`src/rtl/traffic_sched.sv`:
```
// Run sequencer and round-robin injection arbiter for the NoC traffic bench.
// Phases: idle, warm-up, send window, cool-down drain, done.
module traffic_sched #(
   parameter int NUM_NODES       = 9,
   parameter int WARMUP_CYCLES   = 30,
   parameter int SIM_CYCLES      = 10000,
   parameter int COOLDOWN_CYCLES = 10000,
   parameter int INJ_GAP         = 4
) (
   input  logic                 clk,
   input  logic                 reset,
   input  logic                 start,
   input  logic [NUM_NODES-1:0] req,
   output logic [NUM_NODES-1:0] grant,
   output logic                 send,
   output logic [2:0]           phase,
   output logic                 done,
   output logic [31:0]          grant_total
);

   localparam int PW = (NUM_NODES > 1) ? $clog2(NUM_NODES) : 1;

   typedef enum logic [2:0] {
      st_idle = 3'd0,
      st_warm = 3'd1,
      st_send = 3'd2,
      st_drain = 3'd3,
      st_done = 3'd4
   } phase_e;

   phase_e          state;
   phase_e          nxt;
   logic [31:0]     cnt;
   logic [31:0]     cnt_nxt;
   logic [31:0]     gap;
   logic [PW-1:0]   ptr;
   logic [PW-1:0]   win;
   logic [PW-1:0]   idx;
   logic [PW-1:0]   ptr_nxt;
   logic            hit;
   logic            issue;

   always_ff @(posedge clk or negedge reset) begin
      if (!reset) begin
         state <= st_idle;
         cnt   <= '0;
      end else begin
         state <= nxt;
         cnt   <= cnt_nxt;
      end
   end

   always_comb begin
      nxt     = state;
      cnt_nxt = cnt + 32'd1;
      unique case (state)
         st_idle: if (start) nxt = st_warm;
         st_warm:
            if (cnt == 32'(WARMUP_CYCLES - 1)) nxt = st_send;
         st_send:
            if (cnt == 32'(SIM_CYCLES - 1)) nxt = st_drain;
         st_drain:
            if (cnt == 32'(COOLDOWN_CYCLES - 1)) nxt = st_done;
         st_done: nxt = st_done;
         default: nxt = st_idle;
      endcase
      if (nxt != state || nxt == st_idle || nxt == st_done)
         cnt_nxt = '0;
   end

   // Grant decision belongs to the cycle being entered, hence nxt.
   always_comb begin
      hit = 1'b0;
      win = ptr;
      idx = ptr;
      for (int i = 0; i < NUM_NODES; i++) begin
         idx = PW'((int'(ptr) + i) % NUM_NODES);
         if (!hit && req[idx]) begin
            hit = 1'b1;
            win = idx;
         end
      end
      ptr_nxt = PW'((int'(win) + 1) % NUM_NODES);
      issue   = hit && (gap == 32'd0) && (nxt == st_send);
   end

   always_ff @(posedge clk or negedge reset) begin
      if (!reset) begin
         grant       <= '0;
         send        <= 1'b0;
         done        <= 1'b0;
         phase       <= 3'd0;
         grant_total <= '0;
         gap         <= '0;
         ptr         <= '0;
      end else begin
         send  <= (nxt == st_send);
         done  <= (nxt == st_done);
         phase <= nxt;
         if (issue) begin
            grant       <= NUM_NODES'(1) << win;
            grant_total <= grant_total + 32'd1;
            gap         <= 32'(INJ_GAP - 1);
            ptr         <= ptr_nxt;
         end else begin
            grant <= '0;
            if (gap != 32'd0) gap <= gap - 32'd1;
         end
      end
   end

endmodule

```
`config.mk`:
```
export PLATFORM = sky130hd
export DESIGN_NAME = traffic_sched
export DESIGN_NICKNAME = d
export VERILOG_FILES = /design/src/rtl/traffic_sched.sv
export SDC_FILE = /design/constraint.sdc
export NUM_CORES = 1
export LEC_CHECK = 0
export BUFFER_PORTS_ARGS = -buffer_cell sky130_fd_sc_hd__buf_4
export CAP_MARGIN = 20
export CELL_PAD_IN_SITES_DETAIL_PLACEMENT = 1
export CELL_PAD_IN_SITES_GLOBAL_PLACEMENT = 1
export CORE_UTILIZATION = 49
export CTS_BUF_LIST = sky130_fd_sc_hd__clkbuf_8
export CTS_CLUSTER_DIAMETER = 30
export DETAILED_ROUTE_END_ITERATION = 8
export PLACE_DENSITY = 0.85
export SYNTH_ARGS = -nofsm -noshare
export SYNTH_HDL_FRONTEND = slang
export SYNTH_SLANG_ARGS = --single-unit
```
`constraint.sdc`:
```
create_clock -name clk -period 9.7 [get_ports clk]
set_input_delay 0.485 -clock clk [delete_from_list [all_inputs] [get_ports clk]]
set_output_delay 0.485 -clock clk [all_outputs]
set_load 0.02 [all_outputs]
```
==> results of run 1 <==
## layout by cell type, fill, tap and decap left out, types with 30 or more instances in the layout
cell and instances:
o21ai_0 48, dfrtp_1 113, nand3_1 46, xor2_1 52, mux2i_1 30, ha_1 58, xnor2_1 60, nor3_1 46
nor2_1 147, nand2_1 118, buf_4 70, a21oi_1 51, inv_1 47
## logic make-up after synthesis
family          Yosys count  synth area share
fa+ha+maj                58            0.0677
flops                   114             0.266
xor+xnor                114            0.0956
mux                      45            0.0469
simple gates            556             0.264
buf+inv                 103            0.0411
compound gates          311             0.219
## registers in the layout (all words and copies together) (netlist names)
signal / cells
cnt: 32
gap: 32
grant_total: 32
grant: 9
ptr: 4
phase: 3
done: 1
send: 1
## metrics by stage
stage                util  instance area, µm²
floorplan               -               10700
global placement    0.535               11300
global route        0.554               11800
detailed placement  0.535               11300
finish              0.554               11800
CTS                 0.554               11800
## area by class of cell
cell class	count	area [µm²]	area share
multi-input cells	1084	7430	0.632
clock inverters	15	170	0.0145
well taps	275	344	0.0293
repair buffers	70	526	0.0447
clock buffers	17	234	0.0199
inverters	52	195	0.0166
flip-flops and latches	114	2850	0.243
## metal layers
layer,GRT usage,part of all wire,up-vias
met5,0,0,-
met4,0.126,0.034,0
met3,0.0537,0.052,102
met2,0.562,0.49,329
met1,0.404,0.43,5195
li1,-,-,4833
## worst min-delay path by stage
stage                        from      end  cells past startpoint
after CTS                   reset  cnt[28]                      1
after global routing        reset  cnt[29]                      1
final                       reset  cnt[28]                      1
after floorplan             reset   cnt[0]                      0
after global placement    gap[11]  gap[11]                      1
after detailed placement  gap[31]  gap[31]                      1
## Yosys cell counts, types with 30 or more instances
library cell / number
mux2i_1: 30
a21oi_1: 52
nor3_1: 46
nand2_1: 118
inv_1: 47
xnor2_1: 60
nor2_1: 147
nand3_1: 46
xor2_1: 52
dfrtp_1: 114
o21ai_0: 48
ha_1: 58
## power groups by stage
stage                     clock, mW  combinational, mW  sequential, mW
after detailed placement          0              0.249           0.638
after floorplan                   0              0.170           0.619
after global routing          0.496              0.279           0.643
after CTS                     0.479              0.255           0.631
after global placement            0              0.229           0.629
final                         0.473              0.253           0.632
==> impl_results.md, run 1 <==
- Status: complete, no violations
- Maximum number of pins on one net before global-route repair: 62
- Antenna violations before repair: 0
- Fin nets: between 1,000 and 1,500
- Setup CP Type: register to register
- Initial Utilization: 0.505
- CTS Sinks: 114
- CP peak stage delay: between 0.6 and 0.7 ns
- Yosys reg bits: around 110
- Clock slew at reported path FFs: approximately 0.08 ns
- Tmin final: ~8.2 ns
- Slew HR: 0.373
- Critical-path top delay cell: ha_1
- Pre-antenna DRT Iters: 5
- Die ar.: between 0.02 and 0.025 mm²
- Detailed Route Iter0 Violations: between 600 and 700
- Unrepaired setup endpoints after global routing: no
- Ant. Diodes: 0
- Reg2reg end: ptr[1]
- Pwr dens: 116 mW/mm²
- Via count: between 10,000 and 15,000
- Crit path from: ptr[1]
- DRT antenna net count: 0
- Combinational share of power: 0.186
- CP required: ~10 ns
- CTS Root Cell: clkbuf_8
- Final Setup Violations: 0
- Post-synth top flop: dfrtp_1
- PostCTS Resize Cnt: 0
- Overflow after GRT: 0
- Final RePlAce weighted congestion: between 0.9 and 1
- First-pass GRT wire length: between 50 and 60 mm
- Rows: 53
- Deepest clock path buffer count: 2
- Fmax: ~120 MHz
- HP Class: primary input to async pin
- Switch Pwr: around 0.48 mW
- Vias in the first global route: ~11,000
- Largest cells by area after synthesis: dfrtp_1 27%, ha_1 6.8%, nor2_1 5.1%
- Num ports: 58
- Tcrit/Tclk final: 0.850
- Slew Limit Fails: 0
- Ys Warns: 0
- R2R cell count: 29
- Library cells used by synthesis: between 100 and 150
- Skew-Pair Late Insertion Delay: roughly 0.46 ns
- Pre-CTS worst setup slack: approximately 2.0 ns
- Fillcell total: about 2,600
- Max cap viols: 0
- Die width: roughly 150 µm
- Worst-path fanout max: 17
- Register area share after synthesis: 0.266
- Setup bufs post-CTS: 0
- Sequential share of power: 0.466
- Setup TNS: 0 ns
- CTS tree: built
- Hold-fix buffer count after cts: 0
- Worst setup margin: about 1.5 ns
- Top cell type's share of synthesized area: 0.266
- Htree depth: 4
- Routed wire per std cell: between 20 and 25 µm
- Synthesized cell area: ~0.011 mm²
- Port bufs: 57
- Post-synth top area cell: dfrtp_1
- Clock power frac: 0.348
- Die height: between 100 and 150 µm
- Finished Layout Cells: approximately 1,600
- Peak supply drop: between 0.08 and 0.09 mV
- Clock skew: 0.0185 ns
- RR Startpoint: ptr[1]
- Syn_area_per_cell: 8.24 µm²
- Worst path depth: 29
- R2R setup slack: 1.46 ns
- EDFF count, synth: 0
- Core area: roughly 0.021 mm²
- DRC violations left: 0
- Area growth, synth to finish: 9.64%
- Total GRT Usage: 0.326
- Post-Route WL: roughly 35 mm
- Synth Instances: about 1,300
- Crit. End Element: register
- Buf/Inv on CP: 3
- CTS buffer count: 17
- Worst-margin pin slew: ~0.94 ns
- Synthesized Nets: roughly 1,400
- Layout cell share with drive strength beyond 1: 0.131
- CP Capture Point: ptr[1]
- CP arrival: about 8.6 ns
- Internal: approximately 0.88 mW
- Hpwl dp: between 20 and 30 mm
- Critical Path Source Type: register
- Critical path's most frequent cell: ha_1
- Placed cells: 1,595
- Design Power: between 1 and 1.5 mW
- Vias per cell: around 6.4
- Switch share: 0.353
- Hold slack: about 0.060 ns
- Final hold violation count: 0
- Asr flop ratio synth: 1.00
- Family with the most delay on the worst path: compound AO/OA/AOI/OAI gates
- Lkg Pwr: 5.26 nW
Power figures use the tool's default switching activity.
==> run 2, diff against run 1 <==
Settings changed: CORE_UTILIZATION 49 to 44, PLACE_DENSITY 0.85 to 0.8.
Clock period 9.7 ns to 7.3 ns, I/O delays scaled along.
==> run 2 against run 1 <==
- cell area up 1.9%
- die area up 11%
- via count down 0.59%
- non-clock buffer count up 18
- critical endpoint unchanged
- largest cell class unchanged
==> impl_results.md, run 2 (synthesis gave the netlist of run 1 again) <==
- CTS Sinks: approximately 110
- Vias per cell: roughly 6.2
- Overflow after GRT: 0
- Most frequent cells in the layout: 146 x nor2_1, 118 x nand2_1, 113 x dfrtp_1, 88 x buf_4, 58 x xnor2_1
- Fmax: around 140 MHz
- Crit path from: ptr[0]
- Initial Utilization: 0.453
- CTS Root Cell: clkbuf_8
- Die height: 158 µm
- RR Startpoint: ptr[0]
- Die width: ~160 µm
- First-pass GRT wire length: between 50 and 60 mm
- Worst-margin pin slew: 0.915 ns
- Port bufs: 57
- Final Setup Violations: 0
- Detailed Route Iter0 Violations: 762
- Post-Route WL: roughly 35 mm
- Worst setup margin: approximately 0.37 ns
- Total GRT Usage: 0.280
- Die ar.: 0.0250 mm²
- Pwr dens: between 100 and 150 mW/mm²
- CTS tree: built
- Regs by FF count: cnt (32), gap (32), grant_total (32)
- Antenna violations before repair: 0
- Max cap viols: 0
- CP peak stage delay: roughly 0.46 ns
- Clock slew at reported path FFs: roughly 0.08 ns
- R2R cell count: 28
- Slew Limit Fails: 0
- Critical Path Source Type: register
- Vias in the first global route: ~11,000
- Via count: between 10,000 and 15,000
- Tmin final: roughly 7 ns
- CP Capture Point: ptr[1]
- Core area: ~0.024 mm²
- Htree depth: 4
- DRC violations left: 0
- Status: complete, no violations
- Hold slack: approximately 0.011 ns
- Area growth, synth to finish: 11.7%
- Setup TNS: 0 ns
- Fin nets: about 1,400
- Deepest clock path buffer count: 2
- Reg2reg end: ptr[1]
- CTS buffer count: 17
- HP Class: primary input to async pin
- Crit. End Element: register
- Slew HR: 0.388
- Final RePlAce weighted congestion: 0.939
- Final hold violation count: 0
- Layout cell share with drive strength beyond 1: 0.148
- Ant. Diodes: 0
- CP required: approximately 7.6 ns
- Peak supply drop: a little over 0.1 mV
- Worst-path fanout max: 8
- Skew-Pair Late Insertion Delay: approximately 0.44 ns
- Most common cell after layout, fill and taps aside: nor2_1
- Hold-fix buffer count after cts: 0
- Routed wire per std cell: 20.6 µm
- Tcrit/Tclk final: 0.949
- Pre-CTS worst setup slack: 0.133 ns
- Lkg Pwr: 5.35 nW
- R2R setup slack: 0.37 ns
- Maximum number of pins on one net before global-route repair: 65
- Pre-antenna DRT Iters: 5
- Hpwl dp: roughly 26 mm
- Clock skew: around 0.02 ns
- Rows: 56
- DRT antenna net count: 0
- Num ports: 58
- CP arrival: slightly above 7 ns
- Critical path's most frequent cell: ha_1
- Critical-path top delay cell: dfrtp_2
- Setup CP Type: register to register
## run 2: how the worst min path moves through the flow
| stage | end | slack, ns | startpoint |
|---|---|---|---|
| final | cnt[27] | 0.01 | reset |
| after global placement | gap[27] | 0.45 | gap[27] |
| after CTS | cnt[27] | 0.04 | reset |
| after detailed placement | gap[21] | 0.45 | gap[21] |
| after floorplan | cnt[0] | 0.07 | reset |
| after global routing | cnt[31] | 0.08 | reset |
## run 2: metrics by stage
step	instances	power (mW)	instance area [µm²]	utilization
2_1_floorplan	1301	1.05	10700	-
3_3_place_gp	1652	1.14	11500	0.486
3_5_place_dp	1652	1.17	11500	0.486
4_1_cts	1684	1.77	11900	0.502
5_1_grt	1689	1.84	12000	0.506
6_report	1689	1.76	12000	0.506
## run 2: layout make-up
cell class                      count  area, µm²
Fill cell                        2925      11700
Sequential cell                   114       2850
Clock buffer                       19        262
Tap cell                          319        399
Clock inverter                     13        124
Timing Repair Buffer               88        661
Multi-Input combinational cell   1084       7480
Inverter                           52        195
## run 2: repair_timing
action	in CTS	in global routing
endpoints found under the hold margin	0	0
endpoints found under the setup margin	1	1
cloned	0	0
buffers inserted	0	5
pin swaps	0	3
gates resized for setup	1	10
## run 2: per-layer routing
layer  global-route usage  wire length (µm)  vias up
li1                     -                 -     4863
met1                0.358             15500     5201
met2                0.480             16800      260
met3               0.0416              1520       73
met4               0.0925               893        0
met5                    0                 0        -
## run 2: worst max-delay path, delay by kind of cell, from the launching register on
| family | cells | cell delay (ns) |
|---|---|---|
| buf+inv | 2 | 0.22 |
| compound gates | 6 | 1.22 |
| simple gates | 12 | 2.63 |
| flops | 1 | 0.46 |
| xor+xnor | 2 | 0.71 |
| fa+ha+maj | 6 | 1.54 |
## run 2: where the power goes
| group | total (mW) | internal (mW) | leakage [nW] | switching, mW |
|---|---|---|---|---|
| combinational | 0.330 | 0.126 | 3.66 | 0.204 |
| sequential | 0.840 | 0.730 | 1.50 | 0.110 |
| clock | 0.589 | 0.292 | 0.195 | 0.297 |
